--- src/rtl/gate2_tester_pkg.sv ---
// Shared types and truth-table constants for the 2-input gate tester.
// Also holds the width rule used to size the settle timer.
package gate_test_pkg;

  typedef enum logic [1:0] {
    IDLE  = 2'd0,
    WAIT  = 2'd1,
    CHECK = 2'd2
  } state_t;

  // Expected y indexed by {a,b}: bit0 = a0b0 ... bit3 = a1b1
  localparam logic [3:0] TT_NOR2  = 4'b0001;
  localparam logic [3:0] TT_AND2  = 4'b1000;
  localparam logic [3:0] TT_OR2   = 4'b1110;
  localparam logic [3:0] TT_NAND2 = 4'b0111;
  localparam logic [3:0] TT_XOR2  = 4'b0110;

  function automatic int timer_width(input int settle);
    return (settle < 1) ? 1 : $clog2(settle + 1);
  endfunction

endpackage

--- src/rtl/gate2_tester_if.sv ---
// Pin bundle between the tester and the gate under test.
// The tester drives a/b and consumes y; the gate does the reverse.
interface gate2_tester_if;
  logic a;
  logic b;
  logic y;

  modport master (output a, output b, input y);
  modport slave  (input a, input b, output y);
endinterface

--- src/rtl/gate2_tester_settle_timer.sv ---
// Loadable down-counter that stops at zero; used to hold each vector
// for the settle time before the compare cycle.
module settle_timer #(
  parameter int W = 1
) (
  input  logic         clk,
  input  logic         rst,
  input  logic         load,
  input  logic [W-1:0] load_val,
  output logic         zero,
  output logic         expiring
);

  logic [W-1:0] cnt_q;
  logic [W-1:0] cnt_d;

  always_comb begin
    cnt_d = cnt_q;
    if (load) begin
      cnt_d = load_val;
    end else if (cnt_q != '0) begin
      cnt_d = cnt_q - 1'b1;
    end
  end

  always_ff @(posedge clk) begin
    if (rst) begin
      cnt_q <= '0;
    end else begin
      cnt_q <= cnt_d;
    end
  end

  assign zero     = (cnt_q == '0);
  // Reaches zero on the next edge
  assign expiring = (cnt_q == W'(1));

endmodule

--- src/rtl/gate2_tester.sv ---
// Stimulus/response engine: sweeps {a,b} through 00..11, samples y after a
// settle time and compares against TRUTH, reporting per-vector results.
module gate2_tester
  import gate_test_pkg::*;
#(
  parameter logic [3:0] TRUTH  = TT_NOR2,
  parameter int         SETTLE = 2,
  parameter int         ITER   = 1
) (
  input  logic                  clk,
  input  logic                  rst,
  input  logic                  start,
  gate2_tester_if.master        gate,
  output logic                  busy,
  output logic                  done,
  output logic                  pass,
  output logic [3:0]            fail_vec,
  output logic [7:0]            err_count
);

  localparam int              TW        = timer_width(SETTLE);
  localparam logic [TW-1:0]   SETTLE_V  = TW'(SETTLE);
  localparam logic [7:0]      LAST_ITER = 8'(ITER - 1);
  // With no settle time a vector is compared in the very cycle it is driven
  localparam state_t          VEC_ENTRY = (SETTLE == 0) ? CHECK : WAIT;

  state_t      state_q, state_d;
  logic [1:0]  idx_q, idx_d;
  logic [7:0]  iter_q, iter_d;
  logic        done_q, done_d;
  logic        pass_q, pass_d;
  logic [3:0]  fail_q, fail_d;
  logic [7:0]  err_q, err_d;
  logic        tmr_load;
  logic        tmr_zero;
  logic        tmr_expiring;

  settle_timer #(.W(TW)) u_timer (
    .clk      (clk),
    .rst      (rst),
    .load     (tmr_load),
    .load_val (SETTLE_V),
    .zero     (tmr_zero),
    .expiring (tmr_expiring)
  );

  always_comb begin
    state_d  = state_q;
    idx_d    = idx_q;
    iter_d   = iter_q;
    done_d   = 1'b0;
    pass_d   = pass_q;
    fail_d   = fail_q;
    err_d    = err_q;
    tmr_load = 1'b0;

    case (state_q)
      IDLE: begin
        if (start) begin
          state_d  = VEC_ENTRY;
          idx_d    = 2'd0;
          iter_d   = 8'd0;
          pass_d   = 1'b0;
          fail_d   = 4'd0;
          err_d    = 8'd0;
          tmr_load = 1'b1;
        end
      end

      WAIT: begin
        if (tmr_expiring || tmr_zero) begin
          state_d = CHECK;
        end
      end

      CHECK: begin
        if (gate.y != TRUTH[idx_q]) begin
          fail_d[idx_q] = 1'b1;
          if (err_q != 8'hFF) begin
            err_d = err_q + 8'd1;
          end
        end
        idx_d = idx_q + 2'd1;
        if (idx_q == 2'd3) begin
          iter_d = iter_q + 8'd1;
        end
        if (idx_q == 2'd3 && iter_q == LAST_ITER) begin
          state_d = IDLE;
          done_d  = 1'b1;
          pass_d  = (err_d == 8'd0);
        end else begin
          state_d  = VEC_ENTRY;
          tmr_load = 1'b1;
        end
      end

      default: begin
        state_d = IDLE;
      end
    endcase
  end

  always_ff @(posedge clk) begin
    if (rst) begin
      state_q <= IDLE;
      idx_q   <= 2'd0;
      iter_q  <= 8'd0;
      done_q  <= 1'b0;
      pass_q  <= 1'b0;
      fail_q  <= 4'd0;
      err_q   <= 8'd0;
    end else begin
      state_q <= state_d;
      idx_q   <= idx_d;
      iter_q  <= iter_d;
      done_q  <= done_d;
      pass_q  <= pass_d;
      fail_q  <= fail_d;
      err_q   <= err_d;
    end
  end

  assign busy      = (state_q != IDLE);
  assign gate.a    = busy & idx_q[1];
  assign gate.b    = busy & idx_q[0];
  assign done      = done_q;
  assign pass      = pass_q;
  assign fail_vec  = fail_q;
  assign err_count = err_q;

endmodule

--- src/flat_wrapper.sv ---
// flat-port wrapper written by rule: the top's interface ports become plain ports
module gate2_tester_flat import gate_test_pkg::*;
#(
  parameter logic [3:0] TRUTH  = TT_NOR2,
  parameter int         SETTLE = 2,
  parameter int         ITER   = 1
)
  (clk, rst, start, busy, done, pass, fail_vec, err_count, gate_a, gate_b, gate_y);
  gate2_tester_if gate_i ();
  input  logic clk;
  input  logic rst;
  input  logic start;
  output logic busy;
  output logic done;
  output logic pass;
  output logic [3:0] fail_vec;
  output logic [7:0] err_count;
  output wire logic [$bits(gate_i.a)-1:0] gate_a;
  output wire logic [$bits(gate_i.b)-1:0] gate_b;
  input wire logic [$bits(gate_i.y)-1:0] gate_y;
  assign gate_a = gate_i.a;
  assign gate_b = gate_i.b;
  assign gate_i.y = gate_y;
  gate2_tester #(.TRUTH(TRUTH), .SETTLE(SETTLE), .ITER(ITER)) u_core (.clk(clk), .rst(rst), .start(start), .gate(gate_i), .busy(busy), .done(done), .pass(pass), .fail_vec(fail_vec), .err_count(err_count));
endmodule
--- config.mk ---
export PLATFORM = sky130hd
export DESIGN_NAME = gate2_tester_flat
export DESIGN_NICKNAME = d
export VERILOG_FILES = /design/src/rtl/gate2_tester_pkg.sv /design/src/rtl/gate2_tester_if.sv /design/src/rtl/gate2_tester_settle_timer.sv /design/src/rtl/gate2_tester.sv /design/src/flat_wrapper.sv
export SDC_FILE = /design/constraint.sdc
export NUM_CORES = 1
export LEC_CHECK = 0
export CELL_PAD_IN_SITES_DETAIL_PLACEMENT = 1
export CELL_PAD_IN_SITES_GLOBAL_PLACEMENT = 1
export CORE_MARGIN = 2
export CORE_UTILIZATION = 37
export CTS_CLUSTER_DIAMETER = 40
export DETAILED_ROUTE_END_ITERATION = 12
export PLACE_DENSITY_LB_ADDON = 0.1
export SETUP_SLACK_MARGIN = 0.4
export SLEW_MARGIN = 20
export SYNTH_ARGS = -nofsm -noshare
export SYNTH_HDL_FRONTEND = slang
export SYNTH_HIERARCHICAL = 1
export SYNTH_SLANG_ARGS = --single-unit
--- constraint.sdc ---
create_clock -name clk -period 2 [get_ports clk]
set_clock_uncertainty 0.15 [all_clocks]
set_input_delay 0.4 -clock clk [delete_from_list [all_inputs] [get_ports clk]]
set_output_delay 0.4 -clock clk [all_outputs]
set_load 0.01 [all_outputs]
==> results of run 1 <==
power groups by stage:
stage / clock, mW / sequential, mW / combinational (mW)
after floorplan: 0 / 0.628 / 0.285
after global placement: 0 / 0.625 / 0.421
after detailed placement: 0 / 0.630 / 0.459
after CTS: 0.339 / 0.613 / 0.502
after global routing: 0.365 / 0.618 / 0.631
final: 0.331 / 0.613 / 0.578
worst register-to-register path: stages, from the launching register on:
cell and delay [ns]:
dfxtp_4 0.40, buf_4 0.12, and3_1 0.33, nor3b_4 0.28
o21ai_2 0.09, or3_1 0.31, a31oi_1 0.14
cell families after synthesis:
group           share of synthesized area, %
buf+inv                                 4.38
xor+xnor                                6.05
mux                                     3.42
flops                                   35.6
compound gates                          17.3
other cells                            0.478
fa+ha+maj                               7.16
simple gates                            25.5
through the flow:
| stage | worst slack (ns) | util (%) | cells | cell area (um^2) |
|---|---|---|---|---|
| 2_1_floorplan | 0.282 | - | 186 | 1650 |
| 4_1_cts | 0.162 | 55.0 | 286 | 2230 |
| 5_1_grt | 0.0455 | 58.1 | 290 | 2360 |
| 3_3_place_gp | -0.204 | 49.0 | 266 | 1990 |
| 6_report | 0.116 | 58.1 | 290 | 2360 |
| 3_5_place_dp | -0.280 | 49.0 | 266 | 1990 |
routing by layer:
| layer | part of all wire [%] | up-vias | global-route usage [%] |
|---|---|---|---|
| met5 | 0 | - | 0 |
| met4 | 1.1 | 0 | 4.79 |
| met3 | 2.9 | 6 | 4.07 |
| met2 | 54 | 28 | 40.3 |
| met1 | 42 | 792 | 25.2 |
| li1 | - | 771 | - |
cell type report:
cell class                      instances  area [um^2]
Clock buffer                            4         45.0
Fill cell                             488         1700
Inverter                                8         35.0
Multi-Input combinational cell        144         1130
Sequential cell                        28          599
Tap cell                               50         62.6
Timing Repair Buffer                   56          482
Yosys cell counts, types with 3 or more instances:
cell	count	area share, %
a21oi_1	10	3.2
a211oi_1	3	1.4
nand2_1	14	3.3
nand4_1	6	2.4
a22oi_1	4	1.9
inv_1	8	1.9
dfxtp_1	28	36
a31oi_1	4	1.6
nand3_1	7	2.2
and3_1	7	2.8
nor2_1	28	6.7
xor2_1	4	2.2
xnor2_1	5	2.8
ha_1	9	7.2
nor2b_1	4	1.6
nand2b_1	3	1.2
repair_timing:
action,4_1_cts,5_1_grt
hold endpoints to repair,0,0
endpoints found under the setup margin,38,28
resized for setup,49,26
buffers inserted,16,4
pin swaps,10,11
cloned,0,0
state kept, by name, summed over array words and instances (netlist names):
signal                cells
u_core/iter_q             8
u_core/fail_vec           4
u_core/err_count          8
u_core/pass               1
u_core/state_q            2
u_core/done               1
u_core/idx_q              2
u_core/u_timer/cnt_q      2
path summary, 6_finish.rpt:
| kind | startpoint | endpoint | slack (ns) | depth (start not counted) |
|---|---|---|---|---|
| max reg2reg | u_core/err_count[1] | u_core/err_count[5] | 0.12 | 6 |
| min reg2reg | u_core/fail_vec[3] | u_core/fail_vec[3] | 0.33 | 2 |
| min | rst | u_core/err_count[5] | 0.33 | 2 |
| max | u_core/err_count[1] | u_core/err_count[5] | 0.12 | 6 |
==> impl_metrics.tcl, run 1 <==
set metrics [dict create \
    status "finished, final reports clean" \
    area_delta_synth_final_pct 50.0 \
    grt_pass1_vias 1711 \
    num_vias 1597 \
    drv_cap 0 \
    ctsRootBufferMaster "clkbuf_8" \
    grtUsageTotal_pct 21.5 \
    cpMaxStageDelayCell "dfxtp_4" \
    syn_area_um2 1570 \
    avgSynthCellArea_um2 8.46 \
    place_hpwl_um 3500 \
    cp_num_buf_inv 1 \
    layout_commonest_cell "buf_4" \
    gp_congestion 0.903 \
    io_pins 21 \
    gr-total-overflow 0 \
    syn-instance-count 186 \
    start_util_pct 38.8 \
    fmaxAchievable_mhz 531 \
    end_kind "flip-flop" \
    p_sw_share_pct 34.5 \
    grt_max_degree 16 \
    setup_viol 0 \
    finalPower_mw 1.52 \
    p_int_mw 0.998 \
    ys_seq_area_share_pct 35.6 \
    cts_tree "yes" \
    final_cell_mix "32 x buf_4, 22 x nor2_1, 15 x dfxtp_1, 14 x dlygate4sd2_1, 12 x nand2_1" \
    core_area_um2 4060 \
    path_delay_family "simple AND/OR/NAND/NOR gates" \
    p_leak_nw 1.01 \
    required_ns 2.06 \
    synthFlopType "dfxtp_1" \
    yosysUniqueCellTypes 50 \
    drt-initial-drc-count 75 \
    grt_pass1_wl_um 8360 \
    hold_path.class "input port to flip-flop" \
    post-route-period-util_pct 94.2 \
    synth-async-reset-ratio_pct 0 \
    dieArea_um2 4790 \
    syn-num-nets 199 \
    die_x_um 69.2 \
    drv_slew 0 \
    cts_hold_buf 0 \
    ys_warn_count 6 \
    io_buffers 20 \
    startpoint_type "flip-flop" \
    clockBufferDepth 2 \
    std_cell_rows 23 \
    drive_above_1_share_pct 37.9 \
    antenna_cells 0 \
    cts.reportedPaths.clkPinSlew_ns 0.10 \
    seq_power_share_pct 40.3 \
    htreeDepth 1 \
    ir_worst_vdd_mv 0.529 \
    p_per_area_nw_per_um2 646 \
    cp.arrival_ns 1.94 \
    drc_errors 0 \
    drt_pass1_iterations 4 \
    clk_latency_ns 0.28 \
    layout.nets 254 \
    routed_wl_um 5200 \
    routedWlPerCell_um 17.9 \
    rsz0062_at_grt "true" \
    setup_tns_ns 0 \
    synth_enable_flop_cells 0 \
    clock_sinks 28 \
    die_y_um 69.2 \
    hold_ws_ns 0.331 \
    vias_per_cell 5.51 \
    numCtsBuffers 3 \
    cpPeakStageDelay_ns 0.40 \
    hold_viol_final 0 \
    min_period_ns 1.88 \
    pwr-share-clk_pct 21.8 \
    power_frac_comb_pct 38.0 \
    crit_chain "buf_4 > and3_1 > nor3b_4 > o21ai_2 > or3_1 > a31oi_1" \
    switchingPower_mw 0.525 \
    detail-route-antenna-nets 0 \
    cp_max_fo 5 \
    ys_seq_elements 28 \
    criticalPathCategory "flip-flop to flip-flop" \
    grt_antenna_before_repair 0 \
]
No activity file was read; power rests on OpenSTA's default activity.
==> inputs of run 2 (changes only) <==
ABC_AREA = 1   (was default)
CORE_UTILIZATION = 35   (was 37)
GPL_ROUTABILITY_DRIVEN = 0   (was default)
==> run 2 against run 1 <==
Against the previous run: clock power shrank 5%; worst hold slack lost 0.030 ns; critical path depth grew 3; first-iteration DRC count shrank 25%; power shrank 21%; area after synthesis grew 5.6%; sequential share of layout area shrank 0.28 points; combinational power shrank 48%; largest power group unchanged.
==> impl_metrics.tcl, run 2 <==
set metrics [dict create \
    status "finished, final reports clean" \
    clk_latency_ns 0.27 \
    place_hpwl_um 3340 \
    synth_enable_flop_cells 0 \
    routed_wl_um 4810 \
    switchingPower_mw 0.377 \
    layout_commonest_cell "nand2_1" \
    rsz0062_at_grt "true" \
    ys_seq_area_share_pct 33.7 \
    setup_tns_ns 0 \
    gr-total-overflow 0 \
    cp.arrival_ns 1.74 \
    required_ns 2.05 \
    clockBufferDepth 2 \
    cts_tree "yes" \
    cts.reportedPaths.clkPinSlew_ns 0.09 \
    p_per_area_nw_per_um2 512 \
    vias_per_cell 4.89 \
    routedWlPerCell_um 13.6 \
    startpoint_type "flip-flop" \
    grt_max_degree 15 \
    synth_xor_area_share_pct 1.51 \
    grt_pass1_wl_um 7820 \
    syn-instance-count 253 \
    end_kind "flip-flop" \
    synth_top_family_by_area "simple AND/OR/NAND/NOR gates" \
    yosysUniqueCellTypes 25 \
    drt_pass1_iterations 4 \
    fmaxAchievable_mhz 590 \
    clock_sinks 28 \
    std_cell_rows 25 \
    antenna_cells 0 \
    final_cell_mix "54 x nand2_1, 36 x inv_1, 22 x buf_4, 19 x a21oi_1" \
    grt_pass1_vias 1688 \
    htreeDepth 1 \
    die_y_um 72.9 \
    p_sw_share_pct 31.3 \
    avgSynthCellArea_um2 6.57 \
    drc_errors 0 \
    power_frac_comb_pct 25.1 \
    synthFlopType "dfxtp_1" \
    syn-num-nets 266 \
    seq_power_share_pct 49.0 \
    synth_area_leaders "dfxtp_1 34%, nand2_1 15%, inv_1 9.7%" \
    p_leak_nw 1.07 \
    drt-initial-drc-count 56 \
    die_x_um 72.9 \
    criticalPathCategory "flip-flop to flip-flop" \
    synth_adder_area_share_pct 6.78 \
    cp_max_fo 5 \
    ys_warn_count 6 \
    post-route-period-util_pct 84.8 \
    synthMuxAreaShare_pct 0 \
    numCtsBuffers 3 \
    yosys.area.top_type_share_pct 33.7 \
    start_util_pct 35.7 \
    syn_area_um2 1660 \
    ir_worst_vdd_mv 0.258 \
    grtUsageTotal_pct 18.7 \
    finalPower_mw 1.21 \
    setup_viol 0 \
    grt_antenna_before_repair 0 \
    drv_slew 0 \
    num_vias 1731 \
    detail-route-antenna-nets 0 \
    io_buffers 20 \
    p_int_mw 0.829 \
    ctsRootBufferMaster "clkbuf_8" \
    area_delta_synth_final_pct 41.7 \
    core_area_um2 4660 \
    yosys.area.top_type "dfxtp_1" \
    synth-async-reset-ratio_pct 0 \
    synthMostInstantiatedCell "nand2_1" \
    cts_hold_buf 0 \
    io_pins 21 \
    layout.nets 315 \
    drv_cap 0 \
    synthSimpleGateAreaFrac_pct 37.7 \
    min_period_ns 1.70 \
    ys_seq_elements 28 \
    synth_compound_area_share_pct 9.11 \
    synth_common_cells "67 x nand2_1, 43 x inv_1, 28 x dfxtp_1" \
    hold_path.class "flip-flop to flip-flop" \
    pwr-share-clk_pct 26.0 \
    dieArea_um2 5310 \
    hold_viol_final 0 \
    drive_above_1_share_pct 34.7 \
]
## run 2: changes by cell type in the layout (fill, tap and decap cells not counted), moves of 10 or more
cell,change
nand2_2,+17
buf_4,-10
nand3_1,+12
a21oi_1,+13
inv_1,+30
nand2_1,+42
## run 2: power groups by stage
stage,combinational (mW),clock [mW],sequential (mW)
6_report,0.302,0.313,0.590
5_1_grt,0.339,0.349,0.595
4_1_cts,0.271,0.336,0.589
3_5_place_dp,0.235,0,0.605
3_3_place_gp,0.232,0,0.604
2_1_floorplan,0.151,0,0.604
## run 2: stage by stage
| step | std cells | utilization (%) | setup slack [ns] | hold WS (ns) | cell area, um^2 |
|---|---|---|---|---|---|
| after global routing | 354 | 50.5 | 0.253 | 0.327 | 2350 |
| after CTS | 346 | 47.1 | 0.249 | 0.303 | 2190 |
| after global placement | 332 | 42.4 | -0.0118 | 0.288 | 1980 |
| final | 354 | 50.5 | 0.304 | 0.301 | 2350 |
| after detailed placement | 332 | 42.4 | -0.0600 | 0.290 | 1980 |
| after floorplan | 253 | - | 0.406 | 0.282 | 1670 |
## run 2: final timing paths
check                                      endpoint                 from  slack (ns)  cells past startpoint
worst max register to register  u_core/err_count[0]  u_core/err_count[1]        0.30                      9
worst min register to register   u_core/fail_vec[1]   u_core/fail_vec[1]        0.30                      2
worst max-delay path            u_core/err_count[0]  u_core/err_count[1]        0.30                      9
worst min-delay path             u_core/fail_vec[1]   u_core/fail_vec[1]        0.30                      2
## run 2: cell type report
class                      instances  area (um^2)
clock buffer                       3         41.3
fill                             602         2310
inverter                          45          175
multi-input combinational        179         1120
sequential                        28          592
tap                               54         67.6
timing repair buffer              45          362
## run 2: metal layers
metal,part of all wire [%],global-route usage (%),vias up
li1,-,-,885
met1,44,23.4,815
met2,53,34.0,27
met3,2.2,2.07,4
met4,0.71,4.32,0
met5,0,0,-
## run 2: cell families (layout without fill, tap and decap cells)
group / count (synthesis) / in the layout
compound gates: 30 / 30
xor+xnor: 2 / 2
fa+ha+maj: 9 / 9
buf+inv: 47 / 93
flops: 28 / 28
other cells: 2 / 2
simple gates: 135 / 136
## run 2: worst max-delay path, stage by stage (launching register included)
cell,delay [ns]
dfxtp_4,0.35
buf_6,0.12
ha_4,0.17
nand2_4,0.07
nor2_4,0.05
nand2_4,0.10
nand2_4,0.08
xor2_4,0.16
or2_1,0.22
a21oi_1,0.16
## run 2: repair_timing
action,CTS,global route
endpoints found under the setup margin,35,24
setup buffers,10,8
pin swaps,16,23
gates cloned,1,0
gates resized for setup,64,38
hold endpoints to repair,0,0
